File: src/rtl/modexp_pkg.sv
// Shared types for the sequential modular exponentiator: FSM states, multiplier
// operand selection and the closed-form transaction latency.
package modexp_pkg;

    typedef enum logic [2:0] {
        ST_IDLE,
        ST_LOAD,
        ST_SCAN,
        ST_SQR,
        ST_MUL,
        ST_FIN
    } state_t;

    typedef enum logic [1:0] {
        OP_REDUCE,
        OP_SQUARE,
        OP_MULTIPLY
    } mm_op_t;

    // Cycles from the accept cycle (cycle 0) to the done cycle.
    function automatic int modexp_latency(input int nw, input int ew,
                                          input logic [63:0] e, input logic n_zero);
        int  z;
        int  r;
        int  p;
        logic found;
        z = 0;
        r = 0;
        p = 0;
        found = 1'b0;
        if (n_zero) begin
            return 2;
        end
        for (int i = ew - 1; i >= 0; i--) begin
            if (!found) begin
                if (e[i]) begin
                    found = 1'b1;
                end else begin
                    z++;
                end
            end else begin
                r++;
                if (e[i]) begin
                    p++;
                end
            end
        end
        if (!found) begin
            return 1 + (nw + 1) + ew + 1;
        end
        return 1 + (nw + 1) + (z + 1) + (nw + 1) * (r + p) + 1;
    endfunction

endpackage

File: src/rtl/modexp_seq_if.sv
// Start/done handshake bundle between the operand loader and the exponentiator.
interface modexp_seq_if #(
    parameter int N = 32,
    parameter int E = N
);
    logic         start;
    logic [N-1:0] m;
    logic [E-1:0] e;
    logic [N-1:0] n;
    logic         ready;
    logic         done;
    logic         err;
    logic [N-1:0] o;

    modport master (output start, m, e, n, input ready, done, err, o);
    modport slave  (input start, m, e, n, output ready, done, err, o);
endinterface

File: src/rtl/modmult_seq.sv
// Bit-serial Blakley modular multiplier: o = x*y mod n in one load cycle plus
// N iterations, MSB-first over x. Requires y < n or y == 1.
module modmult_seq #(
    parameter int N = 32
) (
    input  logic         clk,
    input  logic         rst,
    input  logic         start,
    input  logic [N-1:0] x,
    input  logic [N-1:0] y,
    input  logic [N-1:0] n,
    output logic [N-1:0] o,
    output logic         done
);
    localparam int CW = $clog2(N + 1);

    logic [N-1:0]  x_q;
    logic [N-1:0]  y_q;
    logic [N-1:0]  n_q;
    logic [N+1:0]  p_q;
    logic [CW-1:0] cnt_q;
    logic          run_q;

    logic [N+1:0]  n_ext;
    logic [N+1:0]  sum;
    logic [N+1:0]  red1;
    logic [N+1:0]  p_d;

    // 2p + y < 3n, so two conditional subtractions always land below n.
    always_comb begin
        n_ext = {2'b00, n_q};
        sum   = (p_q << 1) + (x_q[N-1] ? {2'b00, y_q} : '0);
        red1  = (sum >= n_ext) ? (sum - n_ext) : sum;
        p_d   = (red1 >= n_ext) ? (red1 - n_ext) : red1;
    end

    assign o    = p_d[N-1:0];
    assign done = run_q && (cnt_q == CW'(1));

    always_ff @(posedge clk) begin
        if (rst) begin
            x_q   <= '0;
            y_q   <= '0;
            n_q   <= '0;
            p_q   <= '0;
            cnt_q <= '0;
            run_q <= 1'b0;
        end else if (start) begin
            x_q   <= x;
            y_q   <= y;
            n_q   <= n;
            p_q   <= '0;
            cnt_q <= CW'(N);
            run_q <= 1'b1;
        end else if (run_q) begin
            x_q   <= x_q << 1;
            p_q   <= p_d;
            cnt_q <= cnt_q - CW'(1);
            if (cnt_q == CW'(1)) begin
                run_q <= 1'b0;
            end
        end
    end
endmodule

File: src/rtl/modexp_seq.sv
// Left-to-right square-and-multiply modular exponentiator sharing one
// bit-serial multiplier across reduce, square and multiply steps.
module modexp_seq
    import modexp_pkg::*;
#(
    parameter int N = 32,
    parameter int E = N
) (
    input  logic         clk,
    input  logic         rst,
    modexp_seq_if.slave  bus
);
    localparam int CW = $clog2(E + 1);

    state_t        state_q, state_d;
    logic [N-1:0]  m_q, m_d;
    logic [N-1:0]  n_q, n_d;
    logic [E-1:0]  e_q, e_d;
    logic [CW-1:0] cnt_q, cnt_d;
    logic [N-1:0]  mr_q, mr_d;
    logic [N-1:0]  acc_q, acc_d;
    logic [N-1:0]  o_q, o_d;
    logic          err_q, err_d;
    logic          done_q, done_d;
    logic          ready_q, ready_d;
    logic          mm_run_q, mm_run_d;

    mm_op_t        mm_op;
    logic          mm_start;
    logic [N-1:0]  mm_x;
    logic [N-1:0]  mm_y;
    logic [N-1:0]  mm_o;
    logic          mm_done;
    logic          accept;
    logic          last_bit;

    assign accept   = bus.start && ready_q;
    assign last_bit = (cnt_q == CW'(1));

    modmult_seq #(.N(N)) u_mult (
        .clk   (clk),
        .rst   (rst),
        .start (mm_start),
        .x     (mm_x),
        .y     (mm_y),
        .n     (n_q),
        .o     (mm_o),
        .done  (mm_done)
    );

    always_comb begin
        mm_x = acc_q;
        mm_y = acc_q;
        case (mm_op)
            OP_REDUCE:   begin mm_x = m_q;   mm_y = N'(1); end
            OP_SQUARE:   begin mm_x = acc_q; mm_y = acc_q; end
            OP_MULTIPLY: begin mm_x = acc_q; mm_y = mr_q;  end
            default:     begin mm_x = acc_q; mm_y = acc_q; end
        endcase
    end

    always_comb begin
        state_d  = state_q;
        m_d      = m_q;
        n_d      = n_q;
        e_d      = e_q;
        cnt_d    = cnt_q;
        mr_d     = mr_q;
        acc_d    = acc_q;
        o_d      = o_q;
        err_d    = err_q;
        done_d   = 1'b0;
        ready_d  = 1'b0;
        mm_run_d = mm_run_q;
        mm_start = 1'b0;
        mm_op    = OP_REDUCE;

        case (state_q)
            ST_IDLE: begin
                ready_d = !accept;
                if (accept) begin
                    m_d   = bus.m;
                    e_d   = bus.e;
                    n_d   = bus.n;
                    cnt_d = CW'(E);
                    acc_d = '0;
                    o_d   = '0;
                    err_d = 1'b0;
                    state_d = (bus.n == '0) ? ST_FIN : ST_LOAD;
                end
            end
            ST_LOAD: begin
                mm_op    = OP_REDUCE;
                mm_start = !mm_run_q;
                mm_run_d = 1'b1;
                if (mm_done) begin
                    mm_run_d = 1'b0;
                    mr_d     = mm_o;
                    state_d  = ST_SCAN;
                end
            end
            ST_SCAN: begin
                e_d   = e_q << 1;
                cnt_d = cnt_q - CW'(1);
                if (e_q[E-1]) begin
                    acc_d   = mr_q;
                    state_d = last_bit ? ST_FIN : ST_SQR;
                end else if (last_bit) begin
                    acc_d   = (n_q == N'(1)) ? '0 : N'(1);
                    state_d = ST_FIN;
                end
            end
            ST_SQR: begin
                mm_op    = OP_SQUARE;
                mm_start = !mm_run_q;
                mm_run_d = 1'b1;
                if (mm_done) begin
                    mm_run_d = 1'b0;
                    acc_d    = mm_o;
                    // A set bit is consumed by the following MUL, not here.
                    if (e_q[E-1]) begin
                        state_d = ST_MUL;
                    end else begin
                        e_d     = e_q << 1;
                        cnt_d   = cnt_q - CW'(1);
                        state_d = last_bit ? ST_FIN : ST_SQR;
                    end
                end
            end
            ST_MUL: begin
                mm_op    = OP_MULTIPLY;
                mm_start = !mm_run_q;
                mm_run_d = 1'b1;
                if (mm_done) begin
                    mm_run_d = 1'b0;
                    acc_d    = mm_o;
                    e_d      = e_q << 1;
                    cnt_d    = cnt_q - CW'(1);
                    state_d  = last_bit ? ST_FIN : ST_SQR;
                end
            end
            ST_FIN: begin
                o_d     = acc_q;
                err_d   = (n_q == '0);
                done_d  = 1'b1;
                state_d = ST_IDLE;
            end
            default: begin
                state_d = ST_IDLE;
            end
        endcase
    end

    // Outputs are registered, so done/o/err appear the cycle after FIN and
    // ready stays low through that cycle.
    always_ff @(posedge clk) begin
        if (rst) begin
            state_q  <= ST_IDLE;
            m_q      <= '0;
            n_q      <= '0;
            e_q      <= '0;
            cnt_q    <= '0;
            mr_q     <= '0;
            acc_q    <= '0;
            o_q      <= '0;
            err_q    <= 1'b0;
            done_q   <= 1'b0;
            ready_q  <= 1'b1;
            mm_run_q <= 1'b0;
        end else begin
            state_q  <= state_d;
            m_q      <= m_d;
            n_q      <= n_d;
            e_q      <= e_d;
            cnt_q    <= cnt_d;
            mr_q     <= mr_d;
            acc_q    <= acc_d;
            o_q      <= o_d;
            err_q    <= err_d;
            done_q   <= done_d;
            ready_q  <= ready_d;
            mm_run_q <= mm_run_d;
        end
    end

    assign bus.ready = ready_q;
    assign bus.done  = done_q;
    assign bus.err   = err_q;
    assign bus.o     = o_q;
endmodule

File: src/flat_wrapper.sv
// flat-port wrapper written by rule: the top's interface ports become plain ports
module modexp_seq_flat import modexp_pkg::*;
#(
    parameter int N = 32,
    parameter int E = N
)
  (clk, rst, bus_start, bus_m, bus_e, bus_n, bus_ready, bus_done, bus_err, bus_o);
  modexp_seq_if #(.N(N), .E(E)) bus_i ();
  input  logic clk;
  input  logic rst;
  input wire logic [$bits(bus_i.start)-1:0] bus_start;
  input wire logic [$bits(bus_i.m)-1:0] bus_m;
  input wire logic [$bits(bus_i.e)-1:0] bus_e;
  input wire logic [$bits(bus_i.n)-1:0] bus_n;
  output wire logic [$bits(bus_i.ready)-1:0] bus_ready;
  output wire logic [$bits(bus_i.done)-1:0] bus_done;
  output wire logic [$bits(bus_i.err)-1:0] bus_err;
  output wire logic [$bits(bus_i.o)-1:0] bus_o;
  assign bus_i.start = bus_start;
  assign bus_i.m = bus_m;
  assign bus_i.e = bus_e;
  assign bus_i.n = bus_n;
  assign bus_ready = bus_i.ready;
  assign bus_done = bus_i.done;
  assign bus_err = bus_i.err;
  assign bus_o = bus_i.o;
  modexp_seq #(.N(N), .E(E)) u_core (.clk(clk), .rst(rst), .bus(bus_i));
endmodule
File: config.mk
export PLATFORM = sky130hd
export DESIGN_NAME = modexp_seq_flat
export DESIGN_NICKNAME = d
export VERILOG_FILES = /design/src/rtl/modexp_pkg.sv /design/src/rtl/modexp_seq_if.sv /design/src/rtl/modmult_seq.sv /design/src/rtl/modexp_seq.sv /design/src/flat_wrapper.sv
export SDC_FILE = /design/constraint.sdc
export NUM_CORES = 1
export LEC_CHECK = 0
export CELL_PAD_IN_SITES_DETAIL_PLACEMENT = 0
export CELL_PAD_IN_SITES_GLOBAL_PLACEMENT = 1
export CORE_MARGIN = 1.5
export CORE_UTILIZATION = 30
export CTS_CLUSTER_DIAMETER = 60
export DETAILED_ROUTE_END_ITERATION = 16
export PLACE_DENSITY = 0.68
export SLEW_MARGIN = 20
export SYNTH_ARGS = -nofsm -noshare
export SYNTH_HDL_FRONTEND = slang
export SYNTH_HIERARCHICAL = 1
export SYNTH_SLANG_ARGS = --single-unit
File: constraint.sdc
create_clock -name clk -period 9 [get_ports clk]
set_input_delay 2.7 -clock clk [delete_from_list [all_inputs] [get_ports clk]]
set_output_delay 2.7 -clock clk [all_outputs]
set_load 0.02 [all_outputs]
Word level (Yosys, flattened, before mapping)
Cells that the tools add are included.
{"block": "totals", "latchBits": 0, "output_inout_bits": 35, "elab_cells": 111, "n_memories": 0, "romBits": 0, "ramBits": 0, "reg_bits": 341, "input_bits": 99}
{"block": "classes", "n_div": 0, "n_addsub": 5, "multipliers": 0, "n_bitwise": 0, "n_mux": 46, "n_eq_ne": 16, "magnitude_cmp": 2, "n_shift": 0, "n_reduce_logical": 22}
{"op": "two-way mux 32 bit", "count": 12}
{"op": "case mux 32 bit (2 select lines)", "count": 2}
{"op": "case mux 32 bit (4 select lines)", "count": 1}
{"op": "case mux 32 bit (3 select lines)", "count": 1}
{"op": "greater-or-equal comparator 34 x 32 -> 1 bit", "count": 2}
{"op": "zero test 32 bit", "count": 2}
{"op": "two-way mux 6 bit", "count": 6}
{"op": "adder 34 x 32 -> 34 bit", "count": 1}
{"op": "two-way mux 34 bit", "count": 1}
{"op": "subtractor 34 x 32 -> 34 bit", "count": 1}
{"op": "two-way mux 33 bit", "count": 1}
{"op": "subtractor 33 x 32 -> 33 bit", "count": 1}
{"op": "== test 32 x 1 -> 1 bit (second input constant)", "count": 1}
{"op": "two-way mux 3 bit", "count": 9}
{"op": "case mux 6 bit (4 select lines)", "count": 1}
{"op": "case mux 3 bit (5 select lines)", "count": 1}
{"op": "== test 6 x 1 -> 1 bit (second input constant)", "count": 2}
{"op": "subtractor 6 x 1 -> 6 bit (second input constant)", "count": 2}
{"op": "inequality test 2 x 1 -> 1 bit (second input constant)", "count": 5}
{"op": "AND reduction 5 bit", "count": 2}
{"op": "two-way mux 1 bit", "count": 9}
{"op": "AND reduction 4 bit", "count": 2}
{"op": "== test 3 x 2 -> 1 bit (second input constant)", "count": 2}
{"op": "== test 3 bit (second input constant)", "count": 2}
{"op": "16 further kinds", "count": 22}

Logic depth before layout (Yosys ltp)
Gate-level depths: netlist of run 1.
{"block": "logic_depth", "depth_word": 8, "mapped_depth": 40, "ltp_nobuf": 35}

By module
Netlist of run 1, hierarchy kept.
{"mod": "modmult_seq", "n_inst": 1, "seq_area_each_um2": 2722.6, "cells_per_inst": 1452, "area_per_inst_um2": 11627.4}
{"mod": "modexp_seq", "n_inst": 1, "seq_area_each_um2": 4103.9, "cells_per_inst": 973, "area_per_inst_um2": 8653.3}

Worst setup path after synthesis of run 1
No wires, ideal clock.
{"block": "synth_timing", "path_type": "register -> register", "start": "register u_core.u_mult.x_q[31]", "end": "register u_core.acc_q[14]", "setup_time_ps": 146, "stages_incl_launch_ff": 40, "period_less_slack_ps": 7996, "n_path_buf": 6, "setup_slack_ps": 1004, "t_arrival_ps": 7850, "cell_sequence": "dfxtp_1 > clkbuf_1 > and2_1 > ha_1 > inv_1 > fa_1 > nand2b_1 > a21oi_1 > o211ai_1 > nand2_1 > a21o_1 > a21oi_1 > xnor2_1 > ha_1 > a21oi_2 > o21ai_0 > or3_1 > o31a_1 > [4 not listed] > buf_2 > mux2i_1 > fa_1 > nor2b_1 > o21ai_0 > nand2b_1 > a221oi_2 > o221ai_1 > a311oi_2 > or3b_2 > a31oi_1 > a211o_1 > buf_6 > buf_8 > mux2_4 > buf_4 > a22oi_1 > a211oi_2"}
{"block": "synth_between", "elab_chain_len": 8, "elab_cells_between_ends": 10, "cone_classes": "3 x add/sub; 2 x order compare; 5 x mux"}
{"item": "start: declaration", "line_no": "modmult_seq.sv:17", "rtl": "logic [N-1:0] x_q;"}
{"item": "start signal: assignment", "line_no": "modmult_seq.sv:56", "rtl": "x_q <= x_q << 1;"}
{"item": "two-way mux 32 bit *", "line_no": "modmult_seq.sv:32", "rtl": "sum = (p_q << 1) + (x_q[N-1] ? {2'b00, y_q} : '0);"}
{"item": "adder 34 x 32 -> 34 bit *", "line_no": "modmult_seq.sv:32"}
{"item": "subtractor 34 x 32 -> 34 bit / greater-or-equal comparator 34 x 32 -> 1 bit (equally long branches)", "line_no": "modmult_seq.sv:33", "rtl": "red1 = (sum >= n_ext) ? (sum - n_ext) : sum;"}
{"item": "two-way mux 34 bit *", "line_no": "modmult_seq.sv:33"}
{"item": "subtractor 33 x 32 -> 33 bit / greater-or-equal comparator 34 x 32 -> 1 bit (equally long branches)", "line_no": "modmult_seq.sv:34", "rtl": "p_d = (red1 >= n_ext) ? (red1 - n_ext) : red1;"}
{"item": "two-way mux 33 bit *", "line_no": "modmult_seq.sv:34"}
{"item": "named net u_core.u_mult.p_d[14]", "line_no": "modmult_seq.sv:27", "rtl": "logic [N+1:0] p_d;"}
{"item": "two-way mux 32 bit *", "line_no": "modexp_seq.sv:117, modexp_seq.sv:134"}
{"item": "case mux 32 bit (3 select lines) *", "line_no": "modexp_seq.sv:78", "rtl": "case (state_q)"}
{"item": "end signal: assignment", "line_no": "modexp_seq.sv:164", "rtl": "acc_q <= '0;"}
{"item": "end signal: assignment", "line_no": "modexp_seq.sv:177", "rtl": "acc_q <= acc_d;"}
{"item": "end: declaration", "line_no": "modexp_seq.sv:21", "rtl": "logic [N-1:0] acc_q, acc_d;"}
The timed path passes the listed nets; every way through them passes the cells marked *. The select of a mux whose other input is x is not followed.
A chain may end at the register's enable or synchronous reset.

Final worst setup path of run 1
{"block": "layout_timing", "start": "register u_core.u_mult.x_q[31]", "end": "register u_core.acc_q[29]"}
{"block": "layout_between", "elab_chain_len": 8, "elab_cells_between_ends": 10, "cone_classes": "3 x add/sub; 2 x order compare; 5 x mux"}
{"item": "two-way mux 32 bit *", "line_no": "modmult_seq.sv:32"}
{"item": "adder 34 x 32 -> 34 bit *", "line_no": "modmult_seq.sv:32"}
{"item": "subtractor 34 x 32 -> 34 bit / greater-or-equal comparator 34 x 32 -> 1 bit (equally long branches)", "line_no": "modmult_seq.sv:33"}
{"item": "two-way mux 34 bit *", "line_no": "modmult_seq.sv:33"}
{"item": "subtractor 33 x 32 -> 33 bit / greater-or-equal comparator 34 x 32 -> 1 bit (equally long branches)", "line_no": "modmult_seq.sv:34"}
{"item": "two-way mux 33 bit *", "line_no": "modmult_seq.sv:34"}
{"item": "named net u_core.mm_o[29]", "line_no": "modexp_seq.sv:32", "rtl": "logic [N-1:0] mm_o;"}
{"item": "two-way mux 32 bit *", "line_no": "modexp_seq.sv:117, modexp_seq.sv:134"}
{"item": "case mux 32 bit (3 select lines) *", "line_no": "modexp_seq.sv:78"}
Marked as above.

==> results of run 1 <==
-- synthesized netlist by cell type (all sizes together), types with 18 or more instances --
master,count
a22oi,33
a222oi,21
and2,36
buf,90
mux2i,109
nor3,34
a21o,45
xnor2,61
clkbuf,93
o21ai,56
inv,74
xor2,32
dfxtp,341
a22o,63
nand4,22
a21oi,243
o21a,38
mux2,73
nor4,18
nand2,268
nor2,322
a211oi,45
ha,99
nand3,32
-- flip-flops by register name, indices dropped and copies added, names as in the netlist, 32 cells and up --
register and cells:
u_core/acc_q 32, u_core/u_mult/p_q 33, u_core/mr_q 32, u_core/bus.o 32, u_core/u_mult/x_q 32, u_core/n_q 32
u_core/u_mult/y_q 32, u_core/e_q 32, u_core/m_q 32, u_core/u_mult/n_q 32
-- tightest hold or removal path, stage by stage, from the launching register on --
cell and delay, ns:
dfxtp_1 0.30, nand2_1 0.05, a21oi_1 0.05
-- cell type report --
cell class                 count  share of cell area [%]
multi-input combinational   1827                   51.79
sequential                   341                   28.66
timing repair buffer         206                   8.082
clock buffer                  53                   4.752
tap                          873                   4.584
inverter                      74                   1.166
clock inverter                18                  0.9715
-- worst min-delay path by stage --
stage	startpoint	end	slack, ns	cells past startpoint
2_1_floorplan	u_core/m_q[0]	u_core/m_q[0]	0.43	2
3_3_place_gp	u_core/m_q[15]	u_core/m_q[15]	0.45	2
6_report	u_core/m_q[19]	u_core/m_q[19]	0.45	2
4_1_cts	u_core/m_q[19]	u_core/m_q[19]	0.46	2
3_5_place_dp	u_core/m_q[14]	u_core/m_q[14]	0.45	2
5_1_grt	u_core/m_q[15]	u_core/m_q[15]	0.47	2
-- through the flow --
| stage | setup WS [ns] | cell area [sq um] | utilization, % | setup TNS, ns | hold WS, ns |
|---|---|---|---|---|---|
| finish | 0.4854 | 23830 | 35.54 | 0 | 0.4522 |
| global route | -0.009988 | 23830 | 35.54 | -0.01231 | 0.4736 |
| CTS | 0.2121 | 23750 | 35.43 | 0 | 0.4557 |
| detailed placement | 0.2470 | 22390 | 33.40 | 0 | 0.4480 |
| global placement | 0.4424 | 22390 | 33.40 | 0 | 0.4467 |
| floorplan | 1.004 | 20280 | - | 0 | 0.4338 |
-- metal layers --
| layer | vias to the layer above | track usage [%] | share of wire [%] |
|---|---|---|---|
| li1 | 8740 | - | - |
| met1 | 8582 | 25.22 | 46 |
| met2 | 436 | 32.00 | 47 |
| met3 | 99 | 2.366 | 4.0 |
| met4 | 0 | 6.983 | 3.2 |
| met5 | - | 0 | 0 |
-- kinds of logic (layout without fill, tap and decap cells) --
group | after synthesis | count (layout) | share of synthesized area, %
buffers and inverters | 257 | 351 | 5.978
flip-flops | 341 | 341 | 33.66
adder cells (fa/ha/maj) | 102 | 102 | 6.404
AO/OA/AOI/OAI | 642 | 642 | 22.17
multiplexers | 182 | 182 | 9.822
AND/OR/NAND/NOR | 808 | 808 | 17.95
XOR/XNOR | 93 | 93 | 4.016
-- timing repair --
action                                  4_1_cts  5_1_grt
endpoints found under the setup margin        0       96
gates resized for setup                       0       13
buffers inserted                              0        3
==> impl_metrics.toml, run 1 <==
[die]
die_width_um = 263.0
die_height_um = 263.0
core-area_sq_um = 67040
io_pins = 134
initial_core_util_pct = 30.25
rows = 95
die_area_sq_um = 69170

[logic_synthesis]
synth-edff-count = 0
ys.flop_type = "dfxtp_1"
yosys.area.top_type_share_pct = 33.66
yosysTopAreaCell = "dfxtp_1"
synthTopCellsByArea = "dfxtp_1 34%, ha_1 6.1%, nor2_1 6.0%, a21oi_1 5.9%, mux2i_1 5.4%"
async_flop_share_pct = 0
syn_avg_cell_area_sq_um = 8.363
syn_nets = 2626
netlist_area_sq_um = 20280
ys_warn_count = 6
syn_inst = 2425
ys_ff_latch = 341
synth.distinct_cells = 92
synth.yosys.seq_area_share_pct = 33.66

[detailed_routing]
ant_nets = 0
first_pass_iters = 6
viasPerCell = 5.264
num_vias = 17860
drt_wl_total_um = 68030
drc_errors = 0
drtIter0Drc = 1285
wl_per_cell_um = 20.06

[global_route]
antenna_found_initial = 0
grt_use_total_pct = 19.14
overflow = 0
grt_pass1_vias = 17680
grt_pass1_wl_um = 104400
grt_start_max_net_pins = 159

[critical_path]
crit_required_ns = 9.49
crit_end = "u_core/acc_q[29]"
cp_slowest_cell = "fa_1"
cp.depth = 37
worstRegToRegCells = 37
worstSetupStartpointType = "flip-flop"
critPathBufInv = 4
r2r-start = "u_core/u_mult/x_q[31]"
path_delay_family = "compound AO/OA/AOI/OAI gates"
setup.worst_path.class = "reg2reg"
crit_path_end_kind = "flip-flop"
arrival_ns = 9.00
worstPathMaxFanout = 8
r2r_slack_ns = 0.49
r2r-end = "u_core/acc_q[29]"
startpoint = "u_core/u_mult/x_q[31]"
path_common_cell = "a21oi_1"
max_stage_delay_ns = 0.43

[final_layout]
instances_no_fill = 3392
fillers = 7034
multi_input_area_sq_um = 12340
n_antenna_cell = 0
regArea_sq_um = 6828
drive_gt1_share_pct = 11.63
layout_commonest_cell = "dfxtp_1"
mostFrequentLayoutCells = "340 x dfxtp_1, 319 x nor2_1, 267 x nand2_1"
syn_to_final_growth_pct = 17.48
nNetsFinal = 2693

[clock_network]
cts_inserted_buffers = 42
insertion_delay_ns = 0.57
clkSinkCount = 341
clockBufferDepth = 3
root_buffer = "clkbuf_16"
cts_tree = "done"
cts.clk_slew.worst_paths_ns = 0.06
cts_max_level = 2
postCtsHoldBufs = 0

[sta]
finClkSkew_ns = 0.02182
setup_viol = 0
hold_viol_final = 0
fmax_ghz = 0.1174
fin_crit_sh_pct = 94.61
period_needed_ns = 8.515
drv_slew = 0
max_slew_margin_pct = 33.58
worstMarginPinSlew_ns = 0.9964

[worst_hold_path]
min_path_type = "reg2reg"

[outcome]
status = "finished, final reports clean"

[placement]
dp_hpwl_um = 49770
place_inst = 3318
port_buffers = 133
routabilityCongestion = 0.9170

[flow_run]
drv_cap = 0
Power of run 1 is left out: the tool's default activity adds up to more than one toggle a clock period on the data nets, which glitch-free logic cannot reach.
==> inputs of run 2 (changes only) <==
--- a/config.mk
+++ b/config.mk
@@ -8,10 +8,10 @@
 export CELL_PAD_IN_SITES_DETAIL_PLACEMENT = 0
 export CELL_PAD_IN_SITES_GLOBAL_PLACEMENT = 1
 export CORE_MARGIN = 1.5
-export CORE_UTILIZATION = 30
+export CORE_UTILIZATION = 46
 export CTS_CLUSTER_DIAMETER = 60
 export DETAILED_ROUTE_END_ITERATION = 16
-export PLACE_DENSITY = 0.68
+export PLACE_DENSITY = 0.92
 export SLEW_MARGIN = 20
 export SYNTH_ARGS = -nofsm -noshare
 export SYNTH_HDL_FRONTEND = slang
==> impl_metrics.toml, run 2 (synthesis gave the netlist of run 1 again) <==
[clock_network]
cts.clk_slew.worst_paths_ns = 0.06
cts_max_level = 2
cts_tree = "done"
clkSinkCount = 341
cts_inserted_buffers = 38
postCtsHoldBufs = 0
root_buffer = "clkbuf_16"
insertion_delay_ns = 0.56
clockBufferDepth = 3

[sta]
drv_slew = 0
setup_ws_ns = 0.4380
fmax_ghz = 0.1168
period_needed_ns = 8.562
worstMarginPinSlew_ns = 1.055
finClkSkew_ns = 0.02003
max_slew_margin_pct = 29.64
setup_viol = 0
hold_viol_final = 0
fin_crit_sh_pct = 95.13

[final_layout]
fillers = 4055
layout_commonest_cell = "dfxtp_1"
syn_to_final_growth_pct = 14.31
nNetsFinal = 2673
drive_gt1_share_pct = 10.85
regMostFlops = "u_core/u_mult/p_q"
mostFrequentLayoutCells = "339 x dfxtp_1, 319 x nor2_1, 267 x nand2_1"
n_antenna_cell = 0
largest_reg_flops = 33

[critical_path]
cp_slowest_cell = "a221oi_2"
worstSetupStartpointType = "flip-flop"
setup.worst_path.class = "reg2reg"
critPathBufInv = 3
worstPathMaxFanout = 34
path_delay_family = "compound AO/OA/AOI/OAI gates"
crit_path_end_kind = "flip-flop"
crit_required_ns = 9.39
arrival_ns = 8.95
max_stage_delay_ns = 0.50

[die]
initial_core_util_pct = 46.87
die_width_um = 213.0
die_height_um = 213.0
die_area_sq_um = 45360
rows = 76
core-area_sq_um = 43270
io_pins = 134

[global_route]
grt_start_max_net_pins = 103
grt_pass1_vias = 17410
antenna_found_initial = 0
grt_use_total_pct = 26.65
grt_pass1_wl_um = 95110
overflow = 0

[detailed_routing]
viasPerCell = 5.842
drt_wl_total_um = 60740
first_pass_iters = 6
num_vias = 18010
ant_nets = 0
drtIter0Drc = 1472
wl_per_cell_um = 19.70
drc_errors = 0

[placement]
dp_slack_ns = -0.008440
port_buffers = 133
dp_hpwl_um = 44420
routabilityCongestion = 0.9925

[worst_hold_path]
min_path_type = "reg2reg"

[outcome]
status = "finished, final reports clean"

[flow_run]
drv_cap = 0
[run 2: final cells by class]
class | count | area, sq um | area share (%)
Inverter | 74 | 277.8 | 1.198
Multi-Input combinational cell | 1827 | 12360 | 53.30
Clock inverter | 12 | 127.6 | 0.5505
Tap cell | 585 | 732.0 | 3.157
Clock buffer | 54 | 1081 | 4.663
Timing Repair Buffer | 190 | 1779 | 7.674
Sequential cell | 341 | 6829 | 29.46
[run 2: stage by stage]
step | instance area (sq um) | setup TNS (ns) | utilization [%] | cells | hold slack (ns)
2_1_floorplan | 20280 | 0 | - | 2425 | 0.4338
4_1_cts | 23080 | 0 | 53.35 | 3079 | 0.4550
3_3_place_gp | 21870 | 0 | 50.56 | 3013 | 0.4432
3_5_place_dp | 21870 | -0.008440 | 50.56 | 3013 | 0.4468
6_report | 23180 | 0 | 53.58 | 3083 | 0.4534
5_1_grt | 23180 | -0.1184 | 53.58 | 3083 | 0.4675
[run 2: final timing paths]
kind	start	end	slack, ns	cells after the start
setup / recovery	u_core/u_mult/x_q[31]	u_core/acc_q[21]	0.44	34
hold / removal	u_core/m_q[1]	u_core/m_q[1]	0.45	2
setup reg to reg	u_core/u_mult/x_q[31]	u_core/acc_q[21]	0.44	34
hold reg to reg	u_core/m_q[1]	u_core/m_q[1]	0.45	2
[run 2: repair_timing]
action / 4_1_cts / 5_1_grt
resized for setup: 1 / 17
gates cloned: 0 / 0
setup endpoints to repair: 7 / 96
buffers inserted: 0 / 4
pin swaps: 0 / 2
[run 2: per-layer routing]
metal	GRT usage, %	share of wire [%]
met3	3.265	5.7
met1	34.84	44
met4	10.88	3.9
met5	0	0
met2	44.41	47
[run 2: worst register-to-register path, delay by kind of cell, from the launching register on]
family,cells,cell delay [ns]
simple gates,7,1.45
buf+inv,3,0.47
mux,1,0.43
fa+ha+maj,4,1.38
xor+xnor,1,0.24
compound gates,18,4.03
flops,1,0.42
Power of run 2 is left out for the same reason.
==> inputs of run 3 (changes only) <==
--- a/config.mk
+++ b/config.mk
@@ -8,10 +8,10 @@
 export CELL_PAD_IN_SITES_DETAIL_PLACEMENT = 0
 export CELL_PAD_IN_SITES_GLOBAL_PLACEMENT = 1
 export CORE_MARGIN = 1.5
-export CORE_UTILIZATION = 46
+export CORE_UTILIZATION = 49
 export CTS_CLUSTER_DIAMETER = 60
 export DETAILED_ROUTE_END_ITERATION = 16
-export PLACE_DENSITY = 0.92
+export PLACE_DENSITY = 0.95
 export SLEW_MARGIN = 20
 export SYNTH_ARGS = -nofsm -noshare
 export SYNTH_HDL_FRONTEND = slang
==> constraint.sdc (replaced) <==
create_clock -name clk -period 11.01 [get_ports clk]
set_input_delay 3.303 -clock clk [delete_from_list [all_inputs] [get_ports clk]]
set_output_delay 3.303 -clock clk [all_outputs]
set_load 0.02 [all_outputs]
==> impl_metrics.toml, run 3 (synthesis gave the netlist of run 1 again) <==
[die]
die_height_um = 206.4
initial_core_util_pct = 49.67
die_width_um = 206.4
core-area_sq_um = 40830
die_area_sq_um = 42620
io_pins = 134
rows = 74

[final_layout]
final_area_sq_um = 22930
nNetsFinal = 2644
drive_gt1_share_pct = 9.551
mostFrequentLayoutCells = "340 x dfxtp_1, 319 x nor2_1, 267 x nand2_1"
largest_reg_flops = 33
n_antenna_cell = 0
regMostFlops = "u_core/u_mult/p_q"
syn_to_final_growth_pct = 13.07
instances_no_fill = 3003
fillers = 3728
layout_commonest_cell = "dfxtp_1"

[placement]
port_buffers = 133
place_area_sq_um = 21600
dp_hpwl_um = 44700
place_inst = 2933
routabilityCongestion = 0.9764

[global_route]
grt_use_total_pct = 27.52
grt_start_max_net_pins = 90
grt_pass1_vias = 16720
grt_pass1_wl_um = 91300
overflow = 0
antenna_found_initial = 0

[clock_network]
cts_tree = "done"
insertion_delay_ns = 0.56
clkSinkCount = 341
postCtsHoldBufs = 0
postCtsSetupBuffers = 0
cts_inserted_buffers = 40
cts.clk_slew.worst_paths_ns = 0.06
clockBufferDepth = 3
root_buffer = "clkbuf_16"
cts-resized-gates = 0
cts_max_level = 2

[sta]
worstMarginPinSlew_ns = 0.9426
rsz0062_at_grt = "false"
fin_crit_sh_pct = 89.73
fin_setup_tns_ns = 0
period_needed_ns = 9.879
setup_viol = 0
drv_slew = 0
max_slew_margin_pct = 37.16
fmax_ghz = 0.1012
hold_viol_final = 0
finClkSkew_ns = 0.01968

[worst_hold_path]
min_path_type = "reg2reg"
hold_path_end = "u_core/m_q[16]"
min-delay-start = "u_core/m_q[16]"
hold_depth = 2

[critical_path]
arrival_ns = 10.35
setup.worst_path.class = "reg2reg"
r2r_slack_ns = 1.13
worstSetupStartpointType = "flip-flop"
r2r-start = "u_core/u_mult/x_q[31]"
worstPathMaxFanout = 27
r2r-end = "u_core/acc_q[13]"
crit_required_ns = 11.48
max_stage_delay_ns = 0.74
cp_slowest_cell = "dfxtp_1"
worstRegToRegCells = 37
crit_path_end_kind = "flip-flop"

[detailed_routing]
num_vias = 17870
viasPerCell = 5.950
drtIter0Drc = 1478
wl_per_cell_um = 20.05
ant_nets = 0
drc_errors = 0
first_pass_iters = 7
drt_wl_total_um = 60210

[outcome]
status = "finished, final reports clean"

[flow_run]
drv_cap = 0
run 3: final cells by class:
cell class	instances	area (sq um)	share of cell area, %
Sequential cell	341	6828	29.77
Clock inverter	14	133.9	0.5838
Timing Repair Buffer	159	1543	6.727
Clock buffer	56	1194	5.205
Multi-Input combinational cell	1827	12290	53.60
Inverter	74	277.8	1.211
Tap cell	532	665.6	2.903
run 3: worst max path at each step:
stage / endpoint / slack, ns / start / cells after the start
floorplan: u_core/acc_q[14] / 3.01 / u_core/u_mult/x_q[31] / 39
global placement: u_core/acc_q[13] / 1.43 / u_core/u_mult/x_q[31] / 37
detailed placement: u_core/acc_q[13] / 1.20 / u_core/u_mult/x_q[31] / 37
CTS: u_core/acc_q[13] / 1.15 / u_core/u_mult/x_q[31] / 37
global route: u_core/acc_q[9] / 0.24 / u_core/u_mult/x_q[31] / 36
finish: u_core/acc_q[13] / 1.13 / u_core/u_mult/x_q[31] / 37
run 3: layer usage:
layer	GRT usage [%]	routed length, um	up-vias
li1	-	-	8635
met3	3.422	3164	106
met1	34.46	25890	8557
met4	12.03	2348	0
met5	0	0	-
met2	47.20	28800	570
run 3: stage by stage:
| stage | hold WS [ns] | util [%] | worst slack, ns |
|---|---|---|---|
| 3_5_place_dp | 0.4471 | 52.91 | 1.197 |
| 2_1_floorplan | 0.4338 | - | 3.014 |
| 6_report | 0.4547 | 56.16 | 1.131 |
| 4_1_cts | 0.4556 | 56.16 | 1.154 |
| 3_3_place_gp | 0.4389 | 52.91 | 1.432 |
| 5_1_grt | 0.4800 | 56.16 | 0.2368 |
run 3: worst max-delay path, delay by kind of cell (launching register included):
kind            cells  cell delay (ns)
fa+ha+maj           5             1.59
compound gates     20             4.76
xor+xnor            1             0.20
mux                 1             0.33
simple gates        7             1.47
buf+inv             3             0.67
flops               1             0.74
Power of run 3 is left out for the same reason.
